## src/rtl/sampler_pkg.sv

```systemverilog
// Shared definitions for the constraint-checker stimulus path: LFSR taps,
// fill width, driver states and the packed candidate width of the current checker.
package sampler_pkg;

  localparam logic [31:0] LFSR_TAPS = 32'h80200003;
  localparam int          FILL_W    = 32;
  localparam int          VEC_W     = 394;

  typedef enum logic [2:0] {
    IDLE,
    FILL,
    CHECK,
    EMIT,
    DONE
  } drv_state_t;

  // One right-shifting Galois step; the shifted-out bit folds the taps back in.
  function automatic logic [31:0] galois_step(input logic [31:0] s);
    return s[0] ? ((s >> 1) ^ LFSR_TAPS) : (s >> 1);
  endfunction

endpackage

```

## src/rtl/lfsr32_galois.sv

```systemverilog
// 32-bit Galois LFSR with synchronous load and step enable.
// An all-zero seed would lock the register, so it is replaced by 1.
module lfsr32_galois
  import sampler_pkg::*;
(
  input  logic        clk,
  input  logic        rst_n,
  input  logic        load,
  input  logic [31:0] seed,
  input  logic        step,
  output logic [31:0] q
);

  logic [31:0] r_q;

  always_ff @(posedge clk or negedge rst_n) begin
    if (!rst_n) begin
      r_q <= 32'h1;
    end else if (load) begin
      r_q <= (seed == 32'h0) ? 32'h1 : seed;
    end else if (step) begin
      r_q <= galois_step(r_q);
    end
  end

  assign q = r_q;

endmodule

```

## src/rtl/constraint_sample_driver.sv

```systemverilog
// Fills a candidate vector from an LFSR, presents it to a combinational checker
// and streams every satisfying candidate out over a valid/ready handshake.
module constraint_sample_driver
  import sampler_pkg::*;
#(
  parameter int VEC_W    = sampler_pkg::VEC_W,
  parameter int FILL_W   = sampler_pkg::FILL_W,
  parameter int FILL_CYC = (VEC_W + FILL_W - 1) / FILL_W
) (
  input  logic             clk,
  input  logic             rst_n,
  input  logic             start,
  input  logic [31:0]      seed,
  input  logic [15:0]      num_samples,
  input  logic [31:0]      max_tries,
  output logic [VEC_W-1:0] cand,
  input  logic             sat,
  output logic             sample_valid,
  input  logic             sample_ready,
  output logic [VEC_W-1:0] sample_data,
  output logic             busy,
  output logic             done,
  output logic             exhausted,
  output logic [31:0]      tries_cnt,
  output logic [15:0]      hits_cnt
);

  localparam int CTR_W = (FILL_CYC > 1) ? $clog2(FILL_CYC) : 1;

  drv_state_t       r_state;
  logic [CTR_W-1:0] r_fill_ctr;
  logic [VEC_W-1:0] r_cand;
  logic [15:0]      r_num;
  logic [31:0]      r_max;
  logic [31:0]      r_tries;
  logic [15:0]      r_hits;
  logic             r_valid;
  logic             r_busy;
  logic             r_done;
  logic             r_exh;

  logic [31:0]      w_lfsr_q;
  logic [31:0]      w_lfsr_next;
  logic             w_load;
  logic             w_step;
  logic [31:0]      w_tries_inc;
  logic [15:0]      w_hits_inc;

  assign w_load      = start && ((r_state == IDLE) || (r_state == DONE));
  assign w_step      = (r_state == FILL);
  assign w_lfsr_next = galois_step(w_lfsr_q);
  assign w_tries_inc = (r_tries == 32'hFFFF_FFFF) ? r_tries : r_tries + 32'd1;
  assign w_hits_inc  = r_hits + 16'd1;

  lfsr32_galois u_lfsr (
    .clk   (clk),
    .rst_n (rst_n),
    .load  (w_load),
    .seed  (seed),
    .step  (w_step),
    .q     (w_lfsr_q)
  );

  always_ff @(posedge clk or negedge rst_n) begin
    if (!rst_n) begin
      r_state    <= IDLE;
      r_fill_ctr <= '0;
      r_cand     <= '0;
      r_num      <= '0;
      r_max      <= '0;
      r_tries    <= '0;
      r_hits     <= '0;
      r_valid    <= 1'b0;
      r_busy     <= 1'b0;
      r_done     <= 1'b0;
      r_exh      <= 1'b0;
    end else begin
      r_done <= 1'b0;
      case (r_state)
        IDLE, DONE: begin
          if (start) begin
            r_num      <= num_samples;
            r_max      <= max_tries;
            r_tries    <= '0;
            r_hits     <= '0;
            r_exh      <= 1'b0;
            r_fill_ctr <= '0;
            if (num_samples == 16'd0) begin
              r_state <= DONE;
              r_done  <= 1'b1;
              r_busy  <= 1'b0;
            end else begin
              r_state <= FILL;
              r_busy  <= 1'b1;
            end
          end
        end
        FILL: begin
          r_cand <= {r_cand[VEC_W-FILL_W-1:0], w_lfsr_next};
          if (r_fill_ctr == CTR_W'(FILL_CYC - 1)) begin
            r_state <= CHECK;
          end else begin
            r_fill_ctr <= r_fill_ctr + 1'b1;
          end
        end
        CHECK: begin
          r_tries <= w_tries_inc;
          if (sat) begin
            r_state <= EMIT;
            r_valid <= 1'b1;
          end else if ((r_max != 32'd0) && (w_tries_inc == r_max)) begin
            r_state <= DONE;
            r_exh   <= 1'b1;
            r_done  <= 1'b1;
            r_busy  <= 1'b0;
          end else begin
            r_state    <= FILL;
            r_fill_ctr <= '0;
          end
        end
        EMIT: begin
          // cand stays frozen here, so sample_data is stable until accepted.
          if (sample_ready) begin
            r_valid <= 1'b0;
            r_hits  <= w_hits_inc;
            if (w_hits_inc == r_num) begin
              r_state <= DONE;
              r_done  <= 1'b1;
              r_busy  <= 1'b0;
            end else if ((r_max != 32'd0) && (r_tries == r_max)) begin
              r_state <= DONE;
              r_exh   <= 1'b1;
              r_done  <= 1'b1;
              r_busy  <= 1'b0;
            end else begin
              r_state    <= FILL;
              r_fill_ctr <= '0;
            end
          end
        end
        default: begin
          r_state <= IDLE;
          r_busy  <= 1'b0;
          r_valid <= 1'b0;
        end
      endcase
    end
  end

  assign cand         = r_cand;
  assign sample_data  = r_cand;
  assign sample_valid = r_valid;
  assign busy         = r_busy;
  assign done         = r_done;
  assign exhausted    = r_exh;
  assign tries_cnt    = r_tries;
  assign hits_cnt     = r_hits;

endmodule

```

## config.mk

```make
export PLATFORM = sky130hd
export DESIGN_NAME = constraint_sample_driver
export DESIGN_NICKNAME = d
export VERILOG_FILES = /design/src/rtl/sampler_pkg.sv /design/src/rtl/lfsr32_galois.sv /design/src/rtl/constraint_sample_driver.sv
export SDC_FILE = /design/constraint.sdc
export NUM_CORES = 1
export LEC_CHECK = 0
export CAP_MARGIN = 20
export CORE_AREA = 5 5 353 355
export CTS_CLUSTER_DIAMETER = 60
export CTS_CLUSTER_SIZE = 20
export DETAILED_ROUTE_END_ITERATION = 10
export DIE_AREA = 0 0 358 360
export MAX_ROUTING_LAYER = met4
export SLEW_MARGIN = 5
export SYNTH_ARGS = -nofsm -noshare
export SYNTH_HDL_FRONTEND = slang
export SYNTH_HIERARCHICAL = 1
export SYNTH_SLANG_ARGS = --single-unit
```

## constraint.sdc

```tcl
create_clock -name clk -period 3.05 [get_ports clk]
set_input_delay 0.61 -clock clk [delete_from_list [all_inputs] [get_ports clk]]
set_output_delay 0.61 -clock clk [all_outputs]
set_load 0.005 [all_outputs]
```

# Yosys cells after proc, flatten, opt, wreduce, memory -nomap -nowiden
# Index checks and enable logic that the tools add are counted.
# word_totals
register_bits	533
input_bits	85
out_inout_bits	840
elab_cells	115
# classes
n_addsub	3
n_eq_ne	21
muxes	53
bitwise_logic	3
n_reduce_logical	23
# ops
operator	count
two-way mux 32 bit	6
== test 32 bit	2
one-hot mux 32 bit (2 select lines)	1
adder 32 x 1 -> 32 bit, second input constant	1
== test 32 bit, second input constant	1
zero test 32 bit	1
two-way mux 16 bit	2
one-hot mux 16 bit (2 select lines)	1
nonzero test 32 bit	1
two-way mux 4 bit	7
two-way mux 3 bit	8
two-way mux 1 bit	22
!= test 2 bit, second input constant	11
adder 16 x 1 -> 16 bit, second input constant	1
== test 16 bit	1
zero test 16 bit	1
one-hot mux 4 bit (4 select lines)	1
one-hot mux 3 bit (4 select lines)	1
one-hot mux 1 bit (3 select lines)	3
AND reduction 3 bit	3
AND reduction 8 bit	1
AND reduction 7 bit	1
== test 3 x 2 -> 1 bit, second input constant	2
AND reduction 6 bit	1
17 further kinds	23

# Depth between registers and ports, before layout
# Gate-level depths: netlist of run 1.
# depth
ltp_word	7
ltp_mapped	12
mapped_depth_nobuf	10

# Hierarchy
# Netlist of run 1, hierarchy kept.
# modules_own_cells
module	n_inst	cells_per_inst	area_per_inst_um2	seq_area_each_um2
constraint_sample_driver	1	2960	24786.3	12537.0
lfsr32_galois	1	155	1595.3	802.0

# Least setup slack after synthesis of run 1
# OpenSTA, ideal clock, no wires.
# synth_timing
kind	register to register
startpoint	register r_tries[0] (netlist: tries_cnt[0])
endpoint	register r_state[0]
setup_ns	0.124
arrival_ns	2.896
t_required_ns	2.926
slack_ns	0.031
path_stages_with_launch	12
n_path_buf	1
period_less_slack_ns	3.019
path_cell_list	dfrtp_1 -> ha_1 -> nand2_1 -> or4_4 -> buf_6 -> or4_1 -> o31a_1 -> a22oi_1 -> nand4_1 -> nor4_1 -> nor2_1 -> o31a_1
# synth_via
elab_chain_len	7
elab_cells_between_ends	13
classes_between	1 x add/sub; 3 x eq/ne; 7 x mux; 2 x reduce/logical
# synth_lines
element	line	text
from (decl)	constraint_sample_driver.sv:35	logic [31:0] r_tries;
from (signal assigned)	constraint_sample_driver.sv:107	r_tries <= w_tries_inc;
adder 32 x 1 -> 32 bit or == test 32 bit (tied branches)	constraint_sample_driver.sv:52	assign w_tries_inc = (r_tries == 32'hFFFF_FFFF) ? r_tries : r_tries + 32'd1;
two-way mux 32 bit	constraint_sample_driver.sv:52	
== test 32 bit	constraint_sample_driver.sv:111	end else if ((r_max != 32'd0) && (w_tries_inc == r_max)) begin
logical AND 1 bit	constraint_sample_driver.sv:111	
two-way mux 3 bit	constraint_sample_driver.sv:111	
two-way mux 3 bit	constraint_sample_driver.sv:108	if (sat) begin
one-hot mux 3 bit (4 select lines) (*)	constraint_sample_driver.sv:79	case (r_state)
to (signal assigned)	constraint_sample_driver.sv:109	r_state <= EMIT;
to (signal assigned)	constraint_sample_driver.sv:112	r_state <= DONE;
to (signal assigned)	constraint_sample_driver.sv:117	r_state <= FILL;
to (decl)	constraint_sample_driver.sv:30	drv_state_t r_state;
# Mark *: on every way between the ends. The rest lies on a longest branch, timed or not. The select of a mux whose other input is x is not followed.
# A chain may end at the register's enable or synchronous reset.

# Final worst setup path of run 1
# layout_timing
startpoint	register r_tries[1] (netlist: tries_cnt[1])
endpoint	register r_fill_ctr[1]
# layout_via
elab_chain_len	6
elab_cells_between_ends	10
classes_between	1 x add/sub; 5 x eq/ne; 1 x mux; 3 x reduce/logical
# layout_lines
element	line	text
adder 32 x 1 -> 32 bit or == test 32 bit (tied branches)	constraint_sample_driver.sv:52	
two-way mux 32 bit	constraint_sample_driver.sv:52	
== test 32 bit	constraint_sample_driver.sv:111	
logical AND 1 bit	constraint_sample_driver.sv:111	
!= test 2 bit (no line)	-	
AND reduction 8 bit (no line) (*)	-	
to (signal assigned)	constraint_sample_driver.sv:103	r_fill_ctr <= r_fill_ctr + 1'b1;
to (decl)	constraint_sample_driver.sv:31	logic [CTR_W-1:0] r_fill_ctr;
# Mark *: on every way between the ends. The rest lies on a longest branch, timed or not.

==> out/qor.yml, run 1 <==
htree_num_levels: 2
syn_area_sq_mm: 0.0264
fin_ws_ns: -0.196
violations: "negative setup slack"
p_per_area_mw_per_mm2: 997
hpwl_microns: 95900
p_seq_frac: 0.357
wl_met2_microns: 58800
fin_crit_sh: 1.06
maxSlewViolCount: 0
post-place-cells: 5393
grt_antenna_before_repair: 9
critPathMaxFanout: 5
root_buffer: "clkbuf_16"
detail-route-antenna-nets: 0
seq_area_frac_synth: 0.506
ys.flop_type: "dfrtp_1"
skew_ns: 0.0541
drive_above_1_share: 0.124
path_class: "reg2reg"
die_w_microns: 358
status: "complete, but fails checks"
fin_crit_ns: 3.25
area_growth_syn_to_layout_pct: 47.9
io_pins: 925
max_slew_margin: 0.301
p_sw_frac: 0.397
reg2reg_slack_ns: -0.20
nets: 3936
hold_viol: 0
postSynthCellCount: 3115
ys_warn_count: 6
cts_tree: "built"
intPower_uw: 23500
path_clk_slew_ns: 0.08
clockPowerShare: 0.198
synth_seq_cells: 533
finalSetupViolations: 9
grt-ovfl-total: 0
die_h_microns: 360
wl_per_cell_microns: 22.0
power_uw: 38900
routabilityCongestion: 0.952
p_sw_uw: 15500
viasPerCell: 4.37
worst_ep_required_time_ns: 3.57
max-cap-violations: 0
drt_iter0_markers: 1965
p_leak_uw: 0.0181
wl_microns: 122000
core_sq_mm: 0.121
instances_no_fill: 5525
cp.arrival_ns: 3.77
cts_buffers: 57
start_kind: "flip-flop"
firstDrtPassIters: 5
met1_length_microns: 50300
drc: 0
insertion_delay_ns: 0.68
whs_ns: 0.464
grt_pass1_vias: 24100
clock.fmax_ghz: 0.308
hold_class: "in2reg"
syn_nets: 3204
top_layer: "met4"
vias: 24200
avgSynthCellArea_sq_um: 8.47
ys_types: 75
fin_util: 0.322
nFillCells: 12600
combPwrFrac: 0.445
synth_edf_count: 0
max-vdd-ir-drop_uv: 516
port_buffers: 924
end_kind: "flip-flop"
worst_pin_slew_ns: 1.04
rsz0062_at_grt: "yes"
start_util: 0.218
cts_buffer_depth: 3
cts_sinks: 533
grt_start_max_net_pins: 119
num_rows: 128
grt_pass1_wl_microns: 173000
dieArea_sq_mm: 0.129
ys_async_sr_fraction: 1.00
grt_use_total: 0.186
dr_wl_met3_microns: 7790
-- routing by layer --
metal | track usage | up-vias
li1 | - | 11200
met1 | 0.230 | 11800
met2 | 0.304 | 969
met3 | 0.0320 | 193
met4 | 0.0726 | 0
met5 | - | -
-- per-stage QoR --
stage	setup TNS (ns)	area, sq um	worst slack (ns)
2_1_floorplan	0	26400	0.0306
3_3_place_gp	-3.34	36400	-0.645
3_5_place_dp	-3.09	36400	-0.633
4_1_cts	-1.10	38800	-0.220
5_1_grt	-2.23	39000	-0.338
6_report	-1.02	39000	-0.196
-- worst max-delay path: stages, from the launching register on --
cell       delay [ns]
dfrtp_1          0.36
ha_2             0.19
nand2_2          0.07
or4_4            0.53
buf_6            0.16
a22oi_2          0.19
o2111ai_2        0.15
a2111oi_2        0.25
buf_4            0.18
nand4_1          0.19
buf_4            0.21
nor4_4           0.28
buf_4            0.19
nor2_4           0.04
mux2i_1          0.11
-- power groups by stage --
stage / Combinational (uW) / Sequential [uW] / Clock, uW
after global placement: 17200 / 14000 / 0
final: 17300 / 13900 / 7690
after global routing: 18700 / 14300 / 8180
after detailed placement: 17300 / 14100 / 0
after floorplan: 8140 / 12200 / 0
after CTS: 17500 / 14000 / 7890
-- logic make-up after synthesis --
group	count (synthesis)	share of synthesized area
AND/OR/NAND/NOR	1675	0.260
buffers and inverters	562	0.139
flip-flops	533	0.506
AO/OA/AOI/OAI	234	0.0562
XOR/XNOR	72	0.0239
multiplexers	35	0.0133
adder cells (fa/ha/maj)	4	0.00190
-- sequential cells by signal, summed over array words and instances, names as in the netlist --
signal,cells
busy,1
cand,394
done,1
exhausted,1
hits_cnt,16
r_fill_ctr,4
r_max,32
r_num,16
r_state,3
sample_valid,1
tries_cnt,32
u_lfsr/q,32
-- area by class of cell --
cell class	instances	area (sq um)	area share
Antenna cell	4	10.0	0.000256
Clock buffer	64	1510	0.0388
Clock inverter	44	583	0.0149
Inverter	16	68.8	0.00176
Multi-Input combinational cell	2020	9720	0.249
Sequential cell	533	13300	0.342
Tap cell	1625	2030	0.0521
Timing Repair Buffer	1219	11800	0.301
-- cells in the final DEF (no fill, tap or decap), types with 17 or more instances in the layout --
cell type	synthesis	routed
o21ai_0	106	104
clkdlybuf4s50_1	0	923
clkbuf_16	0	59
nand4_1	29	29
a21oi_1	20	17
xor2_1	38	38
nand3_1	41	39
nor2_1	53	48
buf_4	396	268
mux2i_1	34	34
nor3_1	28	22
buf_12	0	20
dfrtp_1	532	527
nor4_1	35	32
nand2_1	1418	1414
o31ai_1	19	17
xnor2_1	34	34
-- Yosys cell counts (all sizes together), types with 4 or more instances --
library cell / instances / area, sq um
a211oi: 5 / 37.5
a21oi: 20 / 100
a22oi: 4 / 30.0
a31oi: 7 / 43.8
and2: 10 / 62.6
and3: 7 / 43.8
and4: 8 / 70.1
buf: 416 / 3110
clkbuf: 130 / 489
dfrtp: 532 / 13300
ha: 4 / 50.1
inv: 16 / 60.1
mux2i: 34 / 340
nand2: 1418 / 5320
nand2b: 4 / 25.0
nand3: 43 / 233
nand4: 31 / 215
nor2: 53 / 199
nor3: 29 / 156
nor4: 44 / 340
o2111ai: 7 / 61.3
o211ai: 6 / 45.0
o21a: 6 / 45.0
o21ai: 109 / 546
o22ai: 5 / 31.3
o311ai: 4 / 35.0
o31a: 5 / 43.8
o31ai: 19 / 143
o41ai: 7 / 61.3
or2: 5 / 31.3
or3: 8 / 50.1
or4: 8 / 67.6
xnor2: 34 / 298
xor2: 38 / 333
-- final timing paths --
kind                                from            end  cells past startpoint
max                         tries_cnt[1]  r_fill_ctr[1]                     14
max reg2reg                 tries_cnt[1]  r_fill_ctr[1]                     14
min in group asynchronous          rst_n      cand[161]                      2
min reg2reg                    cand[391]      cand[391]                      2
min                        max_tries[16]      r_max[16]                      3
max in group asynchronous          rst_n      cand[327]                      4
-- what timing repair did --
action | 4_1_cts | 5_1_grt
endpoints found under the setup margin | 9 | 9
gates resized for setup | 49 | 25
buffers inserted | 15 | 3
pin swaps | 19 | 13
hold endpoints to repair | 39 | 0
cloned | 0 | 1
hold buffers | 1 | 0
(Power assumes the default switching activity.)
==> run 2: changes to the inputs <==
Settings changed: CORE_AREA 5 5 353 355 to 5 5 361 363, DIE_AREA 0 0 358 360 to 0 0 366 368, TNS_END_PERCENT set to 5.
==> run 2 against run 1 <==
Effect of this change: the run still ends with negative setup slack left; design area is 0.38% lower; combinational power about the same; worst hold slack better by 0.017 ns; first-iteration DRC count down 6.8%; count of clock-buffer cells in the layout decreased by 3; sequential cell count unchanged; sequential power hardly changed; clock skew down 0.030 ns; setup slack improved by 0.021 ns; global-route usage fell by 0.75 points; critical path type unchanged.
==> out/qor.yml, run 2 (same netlist as run 1, synthesis figures left out) <==
root_buffer: "clkbuf_16"
ff_latch_area_sq_mm: 0.0133
multiInputGateArea_sq_mm: 0.00959
worstPathCellList: "buf_4 -> nand4_4 -> or4_4 -> nor4_4 -> xnor2_1 -> nor4_4 -> o2111ai_2 -> buf_4 -> nor4_4 -> buf_4 -> nor2_2 -> mux2i_1"
wl_per_cell_microns: 22.0
end_kind: "flip-flop"
insertion_delay_ns: 0.65
skew_ns: 0.0242
hold_viol: 0
fin_crit_ns: 3.23
cts_sinks: 533
crit_slowest_cell: "or4_4"
vias: 24100
critPathMaxFanout: 7
reg2reg_slack_ns: -0.18
detail-route-antenna-nets: 0
fin_crit_sh: 1.06
p_leak_uw: 0.0180
wl_microns: 123000
grt_pass1_vias: 24000
routabilityCongestion: 0.950
maxSlewViolCount: 0
max-cap-violations: 0
cts_tree: "built"
post-place-cells: 5451
largest_reg_flops: 394
nets: 3951
final_common_cell: "nand2_1"
hpwl_microns: 96800
cts_buffer_depth: 3
dieArea_sq_mm: 0.135
max-vdd-ir-drop_uv: 531
status: "complete, but fails checks"
die_w_microns: 366
grt_start_max_net_pins: 157
path_class: "reg2reg"
final_cell_mix: "1415 x nand2_1, 923 x clkdlybuf4s50_1, 531 x dfrtp_1, 290 x buf_4, 104 x o21ai_0"
cpLargestDelayFamily: "simple AND/OR/NAND/NOR gates"
worst_pin_slew_ns: 1.12
dp_slack_ns: -0.538
htree_num_levels: 2
io_pins: 925
violations: "negative setup slack"
cpPeakStageDelay_ns: 0.64
port_buffers: 924
finalSetupViolations: 9
drc: 0
fin_ws_ns: -0.175
nFillCells: 13300
grt_antenna_before_repair: 5
core_sq_mm: 0.127
rsz0062_at_grt: "yes"
num_rows: 131
max_slew_margin: 0.251
whs_ns: 0.481
die_h_microns: 368
start_kind: "flip-flop"
cp.arrival_ns: 3.74
viasPerCell: 4.32
grt_pass1_wl_microns: 175000
clock.fmax_ghz: 0.310
firstDrtPassIters: 5
area_growth_syn_to_layout_pct: 47.4
grt_use_total: 0.179
p_per_area_mw_per_mm2: 992
worst_ep_required_time_ns: 3.57
start_util: 0.208
grt-ovfl-total: 0
cts_buffers: 57
hold_class: "in2reg"
instances_no_fill: 5574
drt_iter0_markers: 1832
path_clk_slew_ns: 0.07
drive_above_1_share: 0.121
critPathBufInv: 3
run 2: final timing paths:
check | start | end | depth (start not counted)
worst max register to register | tries_cnt[9] | r_fill_ctr[1] | 12
worst min register to register | r_fill_ctr[3] | r_fill_ctr[3] | 1
worst max-delay path | tries_cnt[9] | r_fill_ctr[1] | 12
worst min-delay path | max_tries[23] | r_max[23] | 3
max in group asynchronous | rst_n | r_num[14] | 3
min in group asynchronous | rst_n | cand[93] | 2
run 2: cell type report:
cell class                 instances  share of cell area
inverter                          16             0.00177
antenna                            5            0.000322
clock buffer                      61              0.0376
sequential                       533               0.343
clock inverter                    43              0.0142
tap                             1662              0.0535
timing repair buffer            1234               0.303
multi-input combinational       2020               0.247
run 2: what timing repair did:
item / CTS / global route
pin swaps: 15 / 7
hold endpoints to repair: 10 / 0
buffers inserted: 8 / 5
endpoints found under the setup margin: 9 / 9
hold buffers: 1 / 0
gates resized for setup: 33 / 11
cloned: 0 / 0
run 2: worst min-delay path: cells and delay by family:
kind / cells / cell delay [ns]
and+or+nand+nor: 2 / 0.10
buffers and inverters: 1 / 0.39
run 2: power by group:
| group | internal [uW] | switching, uW | total [uW] |
|---|---|---|---|
| Combinational | 9600 | 7720 | 17300 |
| Clock | 3950 | 3500 | 7440 |
| Sequential | 9720 | 4090 | 13800 |
run 2: metrics by stage:
stage | instance area, sq um | util | power (uW) | setup TNS, ns
2_1_floorplan | 26400 | - | 20400 | 0
6_report | 38900 | 0.307 | 38600 | -1.08
4_1_cts | 38800 | 0.306 | 39100 | -1.24
3_5_place_dp | 36500 | 0.288 | 31400 | -3.60
3_3_place_gp | 36500 | 0.288 | 31300 | -3.39
5_1_grt | 38900 | 0.307 | 40800 | -2.30
run 2: metal layers:
layer	vias to the layer above	part of all wire	wire length, microns	track usage
li1	11200	-	-	-
met1	11900	0.43	53300	0.228
met2	875	0.48	58800	0.293
met3	153	0.052	6390	0.0291
met4	0	0.033	4080	0.0548
met5	-	0	0	-
==> run 3: changes to the inputs <==
Settings changed: CAP_MARGIN 20 to 0, TNS_END_PERCENT 5 to 20.
==> results of run 3 <==
No change in the layout: final DEF, timing and power equal those of run 2.
